$ cat src/rtl/serial_rx_pkg.sv
// Shared types and constants for the serial value receiver.
package serial_rx_pkg;

  typedef enum logic [2:0] {
    IDLE,
    START,
    DATA,
    STOP,
    WAIT_HIGH
  } rx_state_e;

  localparam int DEF_DATA_W       = 3;
  localparam int DEF_CLKS_PER_BIT = 16;

  // Width needed to count 0..n-1, never narrower than one bit.
  function automatic int cnt_width(input int n);
    return (n > 2) ? $clog2(n) : 1;
  endfunction

endpackage

$ cat src/rtl/sync_2ff.sv
// Two-stage synchronizer for a single asynchronous pin, reset value selectable.
module sync_2ff #(
  parameter logic RST_VAL = 1'b0
) (
  input  logic clk,
  input  logic rst_n,
  input  logic d,
  output logic q
);

  logic meta;

  always_ff @(posedge clk or negedge rst_n) begin
    if (!rst_n) begin
      meta <= RST_VAL;
      q    <= RST_VAL;
    end else begin
      meta <= d;
      q    <= meta;
    end
  end

endmodule

$ cat src/rtl/serial_val_rx.sv
// UART-style receiver: start, DATA_W bits LSB first, stop. Holds the last good
// payload on serial_val and strobes val_valid / frame_err per frame.
module serial_val_rx
  import serial_rx_pkg::*;
#(
  parameter int DATA_W       = DEF_DATA_W,
  parameter int CLKS_PER_BIT = DEF_CLKS_PER_BIT
) (
  input  logic              clk,
  input  logic              rst_n,
  input  logic              rx_in,
  output logic [DATA_W-1:0] serial_val,
  output logic              val_valid,
  output logic              frame_err,
  output logic              busy
);

  localparam int CNT_W = cnt_width(CLKS_PER_BIT);
  localparam int IDX_W = cnt_width(DATA_W);
  localparam logic [CNT_W-1:0] HALF_M1  = CNT_W'(CLKS_PER_BIT / 2 - 1);
  localparam logic [CNT_W-1:0] FULL_M1  = CNT_W'(CLKS_PER_BIT - 1);
  localparam logic [IDX_W-1:0] LAST_BIT = IDX_W'(DATA_W - 1);

  logic              rx_s;
  rx_state_e         state;
  logic [CNT_W-1:0]  cnt;
  logic [IDX_W-1:0]  idx;
  logic [DATA_W-1:0] sreg;

  sync_2ff #(.RST_VAL(1'b1)) u_sync (
    .clk   (clk),
    .rst_n (rst_n),
    .d     (rx_in),
    .q     (rx_s)
  );

  always_ff @(posedge clk or negedge rst_n) begin
    if (!rst_n) begin
      state      <= IDLE;
      cnt        <= '0;
      idx        <= '0;
      sreg       <= '0;
      serial_val <= '0;
      val_valid  <= 1'b0;
      frame_err  <= 1'b0;
      busy       <= 1'b0;
    end else begin
      val_valid <= 1'b0;
      frame_err <= 1'b0;
      cnt       <= cnt + CNT_W'(1);
      case (state)
        IDLE: begin
          if (!rx_s) begin
            state <= START;
            busy  <= 1'b1;
            cnt   <= '0;
          end
        end
        START: begin
          // Mid-start-bit check: a low shorter than half a bit is a glitch.
          if (cnt == HALF_M1) begin
            cnt <= '0;
            idx <= '0;
            if (!rx_s) begin
              state <= DATA;
            end else begin
              state <= IDLE;
              busy  <= 1'b0;
            end
          end
        end
        DATA: begin
          if (cnt == FULL_M1) begin
            cnt  <= '0;
            sreg <= DATA_W'({rx_s, sreg} >> 1);
            idx  <= idx + IDX_W'(1);
            if (idx == LAST_BIT) state <= STOP;
          end
        end
        STOP: begin
          if (cnt == FULL_M1) begin
            cnt <= '0;
            if (rx_s) begin
              serial_val <= sreg;
              val_valid  <= 1'b1;
              state      <= IDLE;
              busy       <= 1'b0;
            end else begin
              frame_err <= 1'b1;
              state     <= WAIT_HIGH;
            end
          end
        end
        WAIT_HIGH: begin
          // Swallow a stuck-low line so it cannot masquerade as new frames.
          if (rx_s) begin
            state <= IDLE;
            busy  <= 1'b0;
          end
        end
        default: begin
          state <= IDLE;
          busy  <= 1'b0;
        end
      endcase
    end
  end

endmodule

$ cat config.mk
export PLATFORM = sky130hd
export DESIGN_NAME = serial_val_rx
export DESIGN_NICKNAME = d
export VERILOG_FILES = /design/src/rtl/serial_rx_pkg.sv /design/src/rtl/sync_2ff.sv /design/src/rtl/serial_val_rx.sv
export SDC_FILE = /design/constraint.sdc
export NUM_CORES = 1
export LEC_CHECK = 0
export BUFFER_PORTS_ARGS = -buffer_cell sky130_fd_sc_hd__buf_2
export CORE_MARGIN = 2
export CORE_UTILIZATION = 35
export DETAILED_ROUTE_END_ITERATION = 6
export PLACE_DENSITY_LB_ADDON = 0.2
export SLEW_MARGIN = 20
export SYNTH_ARGS = -nofsm -noshare
export SYNTH_HDL_FRONTEND = slang
export SYNTH_SLANG_ARGS = --single-unit
$ cat constraint.sdc
create_clock -name clk -period 1.77 [get_ports clk]
set_input_delay 0.0885 -clock clk [delete_from_list [all_inputs] [get_ports clk]]
set_output_delay 0.0885 -clock clk [all_outputs]
set_load 0.02 [all_outputs]
==> results of run 1 <==
==> layout make-up <==
class	count	area share (%)
Sequential cell	20	48.79
Inverter	4	1.456
Timing Repair Buffer	12	7.282
Clock inverter	1	2.913
Tap cell	30	3.641
Clock buffer	3	2.184
Multi-Input combinational cell	43	33.74
==> registers in the layout (all words and copies together), names as in the netlist <==
register     cells
busy             1
u_sync.meta      1
state            3
serial_val       3
u_sync.q         1
cnt              4
val_valid        1
frame_err        1
sreg             3
idx              2
==> timing repair <==
item / CTS / global route
buffers inserted: 0 / 0
hold endpoints to repair: 19 / 0
gates resized for setup: 0 / 0
hold buffers: 2 / 0
==> report_power, final <==
part           switching, W  internal (W)
logic              0.000201      0.000207
registers          0.000106      0.000563
clock network      0.000142      0.000229
==> critical path: cells and delay by family (launching register included) <==
kind / cells / cell delay (ps)
adders and majority gates: 1 / 240
DFF: 1 / 390
muxes: 1 / 340
and+or+nand+nor: 2 / 580
==> synth_stat cells, types with 2 or more instances <==
master / count
sky130_fd_sc_hd__ha_1: 2
sky130_fd_sc_hd__dfrtp_1: 18
sky130_fd_sc_hd__mux2_2: 3
sky130_fd_sc_hd__inv_1: 4
sky130_fd_sc_hd__or3_1: 2
sky130_fd_sc_hd__dfstp_2: 2
sky130_fd_sc_hd__nor2b_1: 2
sky130_fd_sc_hd__a31oi_1: 2
sky130_fd_sc_hd__nor2_1: 4
sky130_fd_sc_hd__nand2_1: 2
sky130_fd_sc_hd__buf_6: 2
sky130_fd_sc_hd__mux2_4: 3
sky130_fd_sc_hd__a21oi_1: 3
sky130_fd_sc_hd__a311oi_1: 2
==> logic make-up (layout without fill, tap and decap cells) <==
group                    after synthesis  after routing  synth area share, %
buffers and inverters                  9             20                6.076
adder cells (fa/ha/maj)                3              3                3.867
XOR/XNOR                               2              2                1.934
AO/OA/AOI/OAI                         13             13                10.22
multiplexers                           7              7                9.806
flip-flops                            20             20                55.52
AND/OR/NAND/NOR                       18             18                12.57
==> routing by layer <==
layer / vias to the layer above / wire length (um) / GRT usage, %
met3: 2 / 44 / 1.639
met5: - / 0 / 0
met1: 267 / 751 / 16.01
li1: 279 / - / -
met4: 0 / 13 / 7.500
met2: 7 / 664 / 16.07
==> worst max-delay path by stage <==
stage | slack [ps] | start | cells past startpoint | endpoint
2_1_floorplan | 240 | cnt[0] | 5 | sreg[0]
3_3_place_gp | 140 | cnt[0] | 4 | sreg[2]
3_5_place_dp | 120 | cnt[0] | 4 | sreg[2]
4_1_cts | 100 | cnt[0] | 4 | sreg[1]
5_1_grt | 10 | cnt[0] | 4 | sreg[1]
6_report | 110 | cnt[0] | 4 | sreg[2]
==> metrics by stage <==
step                      instances  util (%)
after global placement          107     39.04
after floorplan                  72         -
final                           113     42.00
after detailed placement        107     39.04
after CTS                       113     42.00
after global routing            113     42.00
==> run_results.csv, run 1 <==
group,metric,value,unit
sta,timing.final.setup_violations,0,
sta,final_max_slew_viol_count,0,
grt,overflow_after_grt,0,
yosys,synth_seq_cells,20,
clock_network,cts.sink_count,20,
layout,most_common_cell_after_layout_fill_and_taps_aside,"sky130_fd_sc_hd__dfrtp_1",
critical_path,crit-reg2reg-capture,"sreg[2]",
place,dpl_worst_slack,119.9,ps
detailed_routing,detail_route.wirelength,1.475,mm
sta,finalHoldViolations,0,
critical_path,worst-setup-path-type,"register to register",
layout,design_area,1031,um^2
sta,timing.setup.tns,0,ps
critical_path,rr_worst_depth,4,
yosys,synthFlopType,"sky130_fd_sc_hd__dfrtp_1",
yosys,synth.avg_cell_area,12.58,um^2
sta,final_period_minus_worst_setup_slack,1655,ps
layout,seq_area,503.0,um^2
critical_path,crit-reg2reg-launch,"cnt[0]",
yosys,synthesis.area,905.9,um^2
clock_network,cts_max_path_buffers,2,
power_and_ir_drop,power_leakage,0.4998,nW
critical_path,critPathMaxStageDelay,460,ps
critical_path,start_kind,"register",
floorplanning,core_area,2455,um^2
sta,maxClockFrequency,604.1,MHz
clock_network,clock_tree_root_driver_cell,"sky130_fd_sc_hd__clkbuf_4",
layout,layout-area-overhead-vs-synth,13.81,%
power_and_ir_drop,pwr_density_cell,1404,nW/um^2
sta,fin_hold_ws,240.0,ps
critical_path,ff2ff_setup_slack,110,ps
floorplanning,die_w,54.88,um
place,hpwl,1.037,mm
job,max_cap_violations,0,
yosys,mappedNetlistNets,77,
critical_path,critical_path_required,1970,ps
yosys,synth_warnings,0,
floorplanning,fp.dieArea,3011,um^2
sta,maxSlewHeadroom,70.84,%
sta,final_clock_skew,3.620,ps
sta,timing.final.ws_setup,114.6,ps
layout,nFillCells,241,
critical_path,cpMaxStageDelayCell,"sky130_fd_sc_hd__or3_1",
grt,global_route.usage.total,11.39,%
place,gp_congestion,0.7289,
layout,fin_nets,89,
floorplanning,io-pin-count,9,
critical_path,timing.critical_path.arrival,1850,ps
clock_network,inserted_clock_buffers,3,
layout,top_library_cells_by_usage_in_the_layout_fill_and_taps_aside,"18 x sky130_fd_sc_hd__dfrtp_1, 8 x sky130_fd_sc_hd__buf_2, 4 x sky130_fd_sc_hd__inv_1, 4 x sky130_fd_sc_hd__nor2_1",
power_and_ir_drop,finalPower,0.001447,W
layout,insertedDiodeCount,0,
detailed_routing,detailedRoute.firstPassIterationCount,4,
place,place_area,958.4,um^2
detailed_routing,drt_drc_violations_left,0,
clock_network,clkLatencyLatePin,300,ps
hold_path,holdCritPathClass,"input port to async pin",
grt,grt_antenna_before_repair,0,
yosys,synth_edf_count,0,
floorplanning,dieHeight,54.88,um
grt,grt_max_degree,21,
clock_network,cts_tree,"built",
critical_path,timing.critical_path.cells,"ha_1 > nand4_2 > or3_1 > mux2_4",
detailed_routing,ant_nets,0,
layout,drive_gt1_share,30.12,%
place,io_buffers,8,
detailed_routing,vias_per_cell,4.912,
yosys,synth-seq-area-share,55.52,%
floorplanning,initial_util,36.90,%
critical_path,critPathMaxFanout,5,
yosys,post_synthesis_instance_total,72,
detailed_routing,first_iter_violations,9,
power_and_ir_drop,ir_drop,0.0006465,V
yosys,synth_cell_types,35,
grt,grt_first_pass_wirelength,2.311,mm
clock_network,clkTransAtPathRegs,110,ps
clock_network,cts_max_level,1,
grt,grt_pass1_vias,486,
detailed_routing,post_drt_wl_per_cell,13.05,um
sta,rsz0062_at_grt,"no",
detailed_routing,routed-via-count,555,
yosys,post-synth-top-area-cell,"sky130_fd_sc_hd__dfrtp_1",
critical_path,critical_path.endpoint_type,"register",
yosys,ys_async_sr_fraction,100.0,%
floorplanning,core.rowCount,18,
sta,final.period_utilization,93.53,%
layout,combined_area_of_the_multi_input_logic_cells,347.8,um^2
sta,worst_slew_pin_slew,437.4,ps
yosys,synth_area_leaders,"sky130_fd_sc_hd__dfrtp_1 50%, sky130_fd_sc_hd__dfstp_2 5.8%, sky130_fd_sc_hd__mux2_4 5.0%",
status,run_status,"complete, no violations",
yosys,yosysTopAreaCellShare,49.72,%
Note: power is estimated with default switching activity, not from simulation.
==> run 2, diff against run 1 <==
--- a/config.mk
+++ b/config.mk
@@ -6,6 +6,7 @@
 export NUM_CORES = 1
 export LEC_CHECK = 0
 export BUFFER_PORTS_ARGS = -buffer_cell sky130_fd_sc_hd__buf_2
+export CORE_ASPECT_RATIO = 0.5
 export CORE_MARGIN = 2
 export CORE_UTILIZATION = 35
 export DETAILED_ROUTE_END_ITERATION = 6
@@ -13,4 +14,5 @@
 export SLEW_MARGIN = 20
 export SYNTH_ARGS = -nofsm -noshare
 export SYNTH_HDL_FRONTEND = slang
+export SYNTH_HIERARCHICAL = 1
 export SYNTH_SLANG_ARGS = --single-unit
==> constraint.sdc (replaced) <==
create_clock -name clk -period 1.46 [get_ports clk]
set_input_delay 0.073 -clock clk [delete_from_list [all_inputs] [get_ports clk]]
set_output_delay 0.073 -clock clk [all_outputs]
set_load 0.02 [all_outputs]
==> run_results.csv, run 2 <==
group,metric,value,unit
status,run_status,"finished, violations left",
status,failed_checks,"negative setup slack",
layout,fin_nets,97,
power_and_ir_drop,pwr_density_cell,1634,nW/um^2
clock_network,cts.sink_count,20,
sta,maxSlewHeadroom,71.38,%
yosys,synth_edf_count,0,
hold_path,holdCritPathClass,"input port to async pin",
power_and_ir_drop,ir_drop,0.0006471,V
critical_path,critical_path.endpoint_type,"register",
detailed_routing,detailedRoute.firstPassIterationCount,2,
power_and_ir_drop,finalPower,0.001805,W
sta,rsz0062_at_grt,"yes",
sta,timing.final.setup_violations,2,
floorplanning,fp.dieArea,3055,um^2
yosys,synth_area_leaders,"sky130_fd_sc_hd__dfrtp_1 49%, sky130_fd_sc_hd__dfstp_2 5.8%, sky130_fd_sc_hd__mux2_4 4.9%",
power_and_ir_drop,switching_share,31.86,%
yosys,post-synth-top-area-cell,"sky130_fd_sc_hd__dfrtp_1",
detailed_routing,drt_drc_violations_left,0,
yosys,synth.cells.most_frequent,"18 x sky130_fd_sc_hd__dfrtp_1, 5 x sky130_fd_sc_hd__inv_1, 5 x sky130_fd_sc_hd__nor2_1",
floorplanning,dieHeight,40.10,um
sta,fin_hold_ws,283.4,ps
critical_path,critPathMaxFanout,6,
critical_path,critPathMaxStageDelay,380,ps
floorplanning,core_area,2537,um^2
power_and_ir_drop,power_leakage,0.5387,nW
detailed_routing,vias_per_cell,4.570,
layout,drive_gt1_share,38.46,%
clock_network,cts_tree,"built",
place,io_buffers,8,
yosys,ys_async_sr_fraction,100.0,%
detailed_routing,ant_nets,0,
detailed_routing,post_drt_wl_per_cell,12.40,um
place,hpwl,1.157,mm
layout,insertedDiodeCount,0,
power_and_ir_drop,power.net_switching,0.0005751,W
job,max_cap_violations,0,
yosys,synth_cell_types,34,
place,gp_congestion,0.8175,
yosys,synth-seq-area-share,55.14,%
critical_path,cpMaxStageDelayCell,"sky130_fd_sc_hd__dfrtp_1",
sta,final.period_utilization,100.1,%
yosys,synth_seq_cells,20,
yosys,mappedNetlistNets,79,
clock_network,cts_max_path_buffers,2,
floorplanning,core.rowCount,13,
layout,largest_register_ffs,4,
critical_path,worst-setup-path-type,"register to register",
critical_path,rr_worst_depth,4,
clock_network,inserted_clock_buffers,3,
sta,finalHoldViolations,0,
critical_path,timing.critical_path.cells,"ha_2 > and4_4 > nand4_4 > mux2_4",
critical_path,start_kind,"register",
floorplanning,initial_util,35.95,%
grt,grt_first_pass_wirelength,2.511,mm
yosys,synth_warnings,6,
detailed_routing,routed-via-count,585,
clock_network,clock_tree_root_driver_cell,"sky130_fd_sc_hd__clkbuf_8",
sta,maxClockFrequency,684.1,MHz
layout,nFillCells,244,
sta,timing.final.ws_setup,-1.782,ps
layout,layout-area-overhead-vs-synth,21.12,%
critical_path,crit-reg2reg-capture,"serial_val[0]",
critical_path,critical_path_required,1600,ps
sta,worst_slew_pin_slew,429.4,ps
grt,overflow_after_grt,0,
clock_network,cts_max_level,1,
critical_path,crit-reg2reg-launch,"cnt[0]",
critical_path,ff2ff_setup_slack,-2,ps
grt,global_route.usage.total,11.21,%
critical_path,timing.critical_path.arrival,1600,ps
layout,finalCoreUtilization,43.54,%
power_and_ir_drop,clock_power_share,22.9,%
yosys,synth.avg_cell_area,12.33,um^2
sta,final_clock_skew,1.640,ps
yosys,synthFlopType,"sky130_fd_sc_hd__dfrtp_1",
detailed_routing,first_iter_violations,33,
power_and_ir_drop,seqPwrFrac,45.2,%
grt,grt_antenna_before_repair,0,
yosys,synthesis.area,912.1,um^2
floorplanning,die_w,76.20,um
clock_network,clkLatencyLatePin,250,ps
sta,final_period_minus_worst_setup_slack,1462,ps
layout,top_library_cells_by_usage_in_the_layout_fill_and_taps_aside,"18 x sky130_fd_sc_hd__dfrtp_1, 9 x sky130_fd_sc_hd__buf_4, 8 x sky130_fd_sc_hd__buf_2",
grt,grt_max_degree,21,
power_and_ir_drop,power.share.combinational,31.9,%
yosys,yosysTopAreaCellShare,49.38,%
detailed_routing,detail_route.wirelength,1.587,mm
floorplanning,io-pin-count,9,
grt,grt_pass1_vias,547,
yosys,post_synthesis_instance_total,74,
layout,most_common_cell_after_layout_fill_and_taps_aside,"sky130_fd_sc_hd__dfrtp_1",
power_and_ir_drop,power.internal,0.001230,W
yosys,library_cell_with_the_highest_instance_count_after_synthesis,"sky130_fd_sc_hd__dfrtp_1",
sta,final_max_slew_viol_count,0,
clock_network,clkTransAtPathRegs,70,ps
layout,registers.top_by_ff_count,"cnt",
==> run 2: worst max-delay path: cells and delay by family, from the launching register on <==
| family | cells | cell delay [ps] |
|---|---|---|
| simple gates | 2 | 420 |
| flops | 1 | 380 |
| mux | 1 | 330 |
| fa+ha+maj | 1 | 210 |
==> run 2: through the flow <==
stage	instance area [um^2]	cells	TNS (ps)	setup WS [ps]
global route	1105	128	-131.2	-44.62
finish	1105	128	-1.881	-1.782
CTS	1077	125	0	15.51
detailed placement	999.7	119	-16.83	-13.25
global placement	999.7	119	0	14.21
floorplan	912.1	74	0	0.7223
==> run 2: how the worst max path moves through the flow <==
| stage | endpoint | cells past startpoint | slack (ps) | startpoint |
|---|---|---|---|---|
| 2_1_floorplan | sreg[0] | 5 | 0.7 | cnt[0] |
| 3_3_place_gp | sreg[2] | 4 | 10 | cnt[0] |
| 3_5_place_dp | sreg[1] | 4 | -10 | cnt[0] |
| 4_1_cts | serial_val[0] | 4 | 20 | cnt[0] |
| 5_1_grt | serial_val[2] | 4 | -40 | cnt[0] |
| 6_report | serial_val[0] | 4 | -2 | cnt[0] |
==> run 2: power groups by stage <==
stage	sequential (W)	combinational, W	clock [W]
floorplan	0.000766	0.000441	0
global placement	0.000815	0.000497	0
detailed placement	0.000822	0.000510	0
CTS	0.000812	0.000522	0.000427
global route	0.000838	0.000645	0.000455
finish	0.000817	0.000575	0.000413
==> run 2: area by class of cell <==
cell class	count	area [um^2]	area share (%)
flip-flops and latches	20	503.0	45.53
multi-input cells	42	350.3	31.71
well taps	37	46.29	4.190
inverters	6	22.52	2.039
clock buffers	4	55.05	4.983
repair buffers	19	127.6	11.55
==> run 2: kinds of logic (layout without fill, tap and decap cells) <==
| group | Yosys count | count (layout) | synth area share, % |
|---|---|---|---|
| XOR/XNOR | 2 | 2 | 1.921 |
| adder cells (fa/ha/maj) | 3 | 3 | 3.840 |
| AND/OR/NAND/NOR | 17 | 17 | 11.93 |
| AO/OA/AOI/OAI | 14 | 14 | 11.25 |
| flip-flops | 20 | 20 | 55.14 |
| multiplexers | 6 | 6 | 8.641 |
| buffers and inverters | 12 | 29 | 7.270 |
==> run 2: repair_timing <==
item	CTS	global route
gates resized for setup	1	2
hold endpoints to repair	19	0
gates cloned	0	0
setup endpoints to repair	3	7
setup buffers	0	3
pin swaps	1	5
hold buffers	2	0
==> run 2: layer usage <==
| layer | GRT usage, % | wire length, um |
|---|---|---|
| met4 | 2.727 | 0 |
| met5 | 0 | 0 |
| met3 | 4.730 | 46 |
| met2 | 18.97 | 760 |
| met1 | 13.89 | 779 |
==> run 3, diff against run 2 <==
--- a/config.mk
+++ b/config.mk
@@ -11,6 +11,7 @@
 export CORE_UTILIZATION = 35
 export DETAILED_ROUTE_END_ITERATION = 6
 export PLACE_DENSITY_LB_ADDON = 0.2
+export RECOVER_POWER = 50
 export SLEW_MARGIN = 20
 export SYNTH_ARGS = -nofsm -noshare
 export SYNTH_HDL_FRONTEND = slang
==> run_results.csv, run 3 (synthesized netlist as in run 2, its figures left out) <==
group,metric,value,unit
sta,final.period_utilization,100.1,%
floorplanning,dieHeight,40.10,um
sta,timing.final.ws_setup,-1.782,ps
sta,maxClockFrequency,684.1,MHz
critical_path,ff2ff_setup_slack,-2,ps
place,place_area,999.7,um^2
critical_path,crit-reg2reg-capture,"serial_val[0]",
status,failed_checks,"negative setup slack",
detailed_routing,vias_per_cell,4.570,
layout,stdcell_count,128,
critical_path,rr_worst_depth,4,
floorplanning,core.rowCount,13,
sta,maxSlewHeadroom,31.45,%
clock_network,cts_max_level,1,
detailed_routing,detail_route.wirelength,1.585,mm
critical_path,timing.critical_path.arrival,1600,ps
clock_network,clkTransAtPathRegs,70,ps
grt,grt_pass1_vias,547,
clock_network,inserted_clock_buffers,3,
sta,fin_hold_ws,357.9,ps
critical_path,start_kind,"register",
critical_path,critPathMaxFanout,6,
place,placed_cell_count,119,
sta,timing.final.setup_violations,2,
hold_path,worstHoldEndpoint,"u_sync/q",
layout,top_library_cells_by_usage_in_the_layout_fill_and_taps_aside,"18 x sky130_fd_sc_hd__dfrtp_1, 9 x sky130_fd_sc_hd__buf_4, 7 x sky130_fd_sc_hd__buf_2",
layout,drive_gt1_share,37.36,%
hold_path,hp-start,"u_sync/meta",
layout,layout-area-overhead-vs-synth,20.99,%
floorplanning,initial_util,35.95,%
grt,grt_first_pass_wirelength,2.511,mm
power_and_ir_drop,pwr_density_cell,1636,nW/um^2
layout,fin_nets,97,
job,max_cap_violations,0,
place,hpwl,1.157,mm
layout,most_common_cell_after_layout_fill_and_taps_aside,"sky130_fd_sc_hd__dfrtp_1",
sta,finalHoldViolations,0,
sta,final_max_slew_viol_count,0,
detailed_routing,ant_nets,0,
clock_network,cts.sink_count,20,
place,io_buffers,8,
grt,grt_antenna_before_repair,0,
clock_network,cts_tree,"built",
detailed_routing,post_drt_wl_per_cell,12.38,um
floorplanning,core_area,2537,um^2
power_and_ir_drop,ir_drop,0.0006471,V
floorplanning,io-pin-count,9,
clock_network,cts_max_path_buffers,2,
hold_path,min_delay_path_depth,0,
layout,nFillCells,245,
critical_path,critical_path_required,1600,ps
layout,seq_area,503.0,um^2
grt,global_route.usage.total,11.21,%
layout,design_area,1104,um^2
critical_path,crit-reg2reg-launch,"cnt[0]",
sta,final_period_minus_worst_setup_slack,1462,ps
detailed_routing,detailedRoute.firstPassIterationCount,2,
detailed_routing,drt_drc_violations_left,0,
sta,final_clock_skew,1.640,ps
layout,registers.top_by_ff_count,"cnt",
clock_network,clkLatencyLatePin,250,ps
status,run_status,"finished, violations left",
layout,insertedDiodeCount,0,
detailed_routing,first_iter_violations,33,
grt,grt_max_degree,21,
hold_path,holdCritPathClass,"register to register",
floorplanning,die_w,76.20,um
layout,largest_register_ffs,4,
critical_path,worst-setup-path-type,"register to register",
critical_path,critical_path.endpoint_type,"register",
place,gp_congestion,0.8175,
layout,finalCoreUtilization,43.49,%
floorplanning,fp.dieArea,3055,um^2
sta,worst_slew_pin_slew,1028,ps
detailed_routing,routed-via-count,585,
layout,combined_area_of_the_multi_input_logic_cells,350.3,um^2
clock_network,clock_tree_root_driver_cell,"sky130_fd_sc_hd__clkbuf_8",
grt,overflow_after_grt,0,
power_and_ir_drop,power_leakage,0.5359,nW
sta,rsz0062_at_grt,"yes",
[run 3: cell types whose count changed in the layout (fill, tap and decap cells not counted)]
cell | previous run | this run
sky130_fd_sc_hd__buf_2 | 8 | 7
sky130_fd_sc_hd__clkbuf_1 | 0 | 1
[run 3: how the worst max path moves through the flow]
stage | startpoint | endpoint | slack (ps) | depth (start not counted)
after floorplan | cnt[0] | sreg[0] | 0.7 | 5
after global placement | cnt[0] | sreg[2] | 10 | 4
after detailed placement | cnt[0] | sreg[1] | -10 | 4
after CTS | cnt[0] | serial_val[0] | 20 | 4
after global routing | cnt[0] | serial_val[2] | -40 | 4
final | cnt[0] | serial_val[0] | -2 | 4
[run 3: worst max-delay path, stage by stage (launching register included)]
cell and delay [ps]:
sky130_fd_sc_hd__dfrtp_1 380, sky130_fd_sc_hd__ha_2 210, sky130_fd_sc_hd__and4_4 270, sky130_fd_sc_hd__nand4_4 150, sky130_fd_sc_hd__mux2_4 330
[run 3: timing repair]
item,4_1_cts,5_1_grt
endpoints found under the hold margin,19,0
endpoints found under the setup margin,3,7
gates resized for setup,1,2
pin swaps,1,5
hold buffers,2,0
setup buffers,0,3
[run 3: metrics by stage]
| stage | power (W) | setup WS (ps) | setup TNS (ps) |
|---|---|---|---|
| 6_report | 0.001805 | -1.782 | -1.881 |
| 5_1_grt | 0.001938 | -44.62 | -131.2 |
| 4_1_cts | 0.001761 | 15.51 | 0 |
| 3_5_place_dp | 0.001332 | -13.25 | -16.83 |
| 3_3_place_gp | 0.001311 | 14.21 | 0 |
| 2_1_floorplan | 0.001207 | 0.7223 | 0 |
[run 3: metal layers]
metal	global-route usage, %	vias up	share of wire [%]
met5	0	-	0
met4	2.727	0	0
met3	4.730	0	2.9
met2	18.97	7	48
met1	13.89	283	49
li1	-	295	-
[run 3: layout make-up]
class / count / area share (%)
Inverter: 6 / 2.041
Sequential cell: 20 / 45.58
Multi-Input combinational cell: 42 / 31.75
Tap cell: 37 / 4.195
Clock buffer: 4 / 4.989
Timing Repair Buffer: 19 / 11.45
[run 3: power breakdown]
group	leakage, nW	switching [W]	internal [W]
combinational	0.255	0.000266	0.000309
clock	0.0288	0.000173	0.000240
sequential	0.253	0.000136	0.000681
total	0.536	0.000575	0.00123
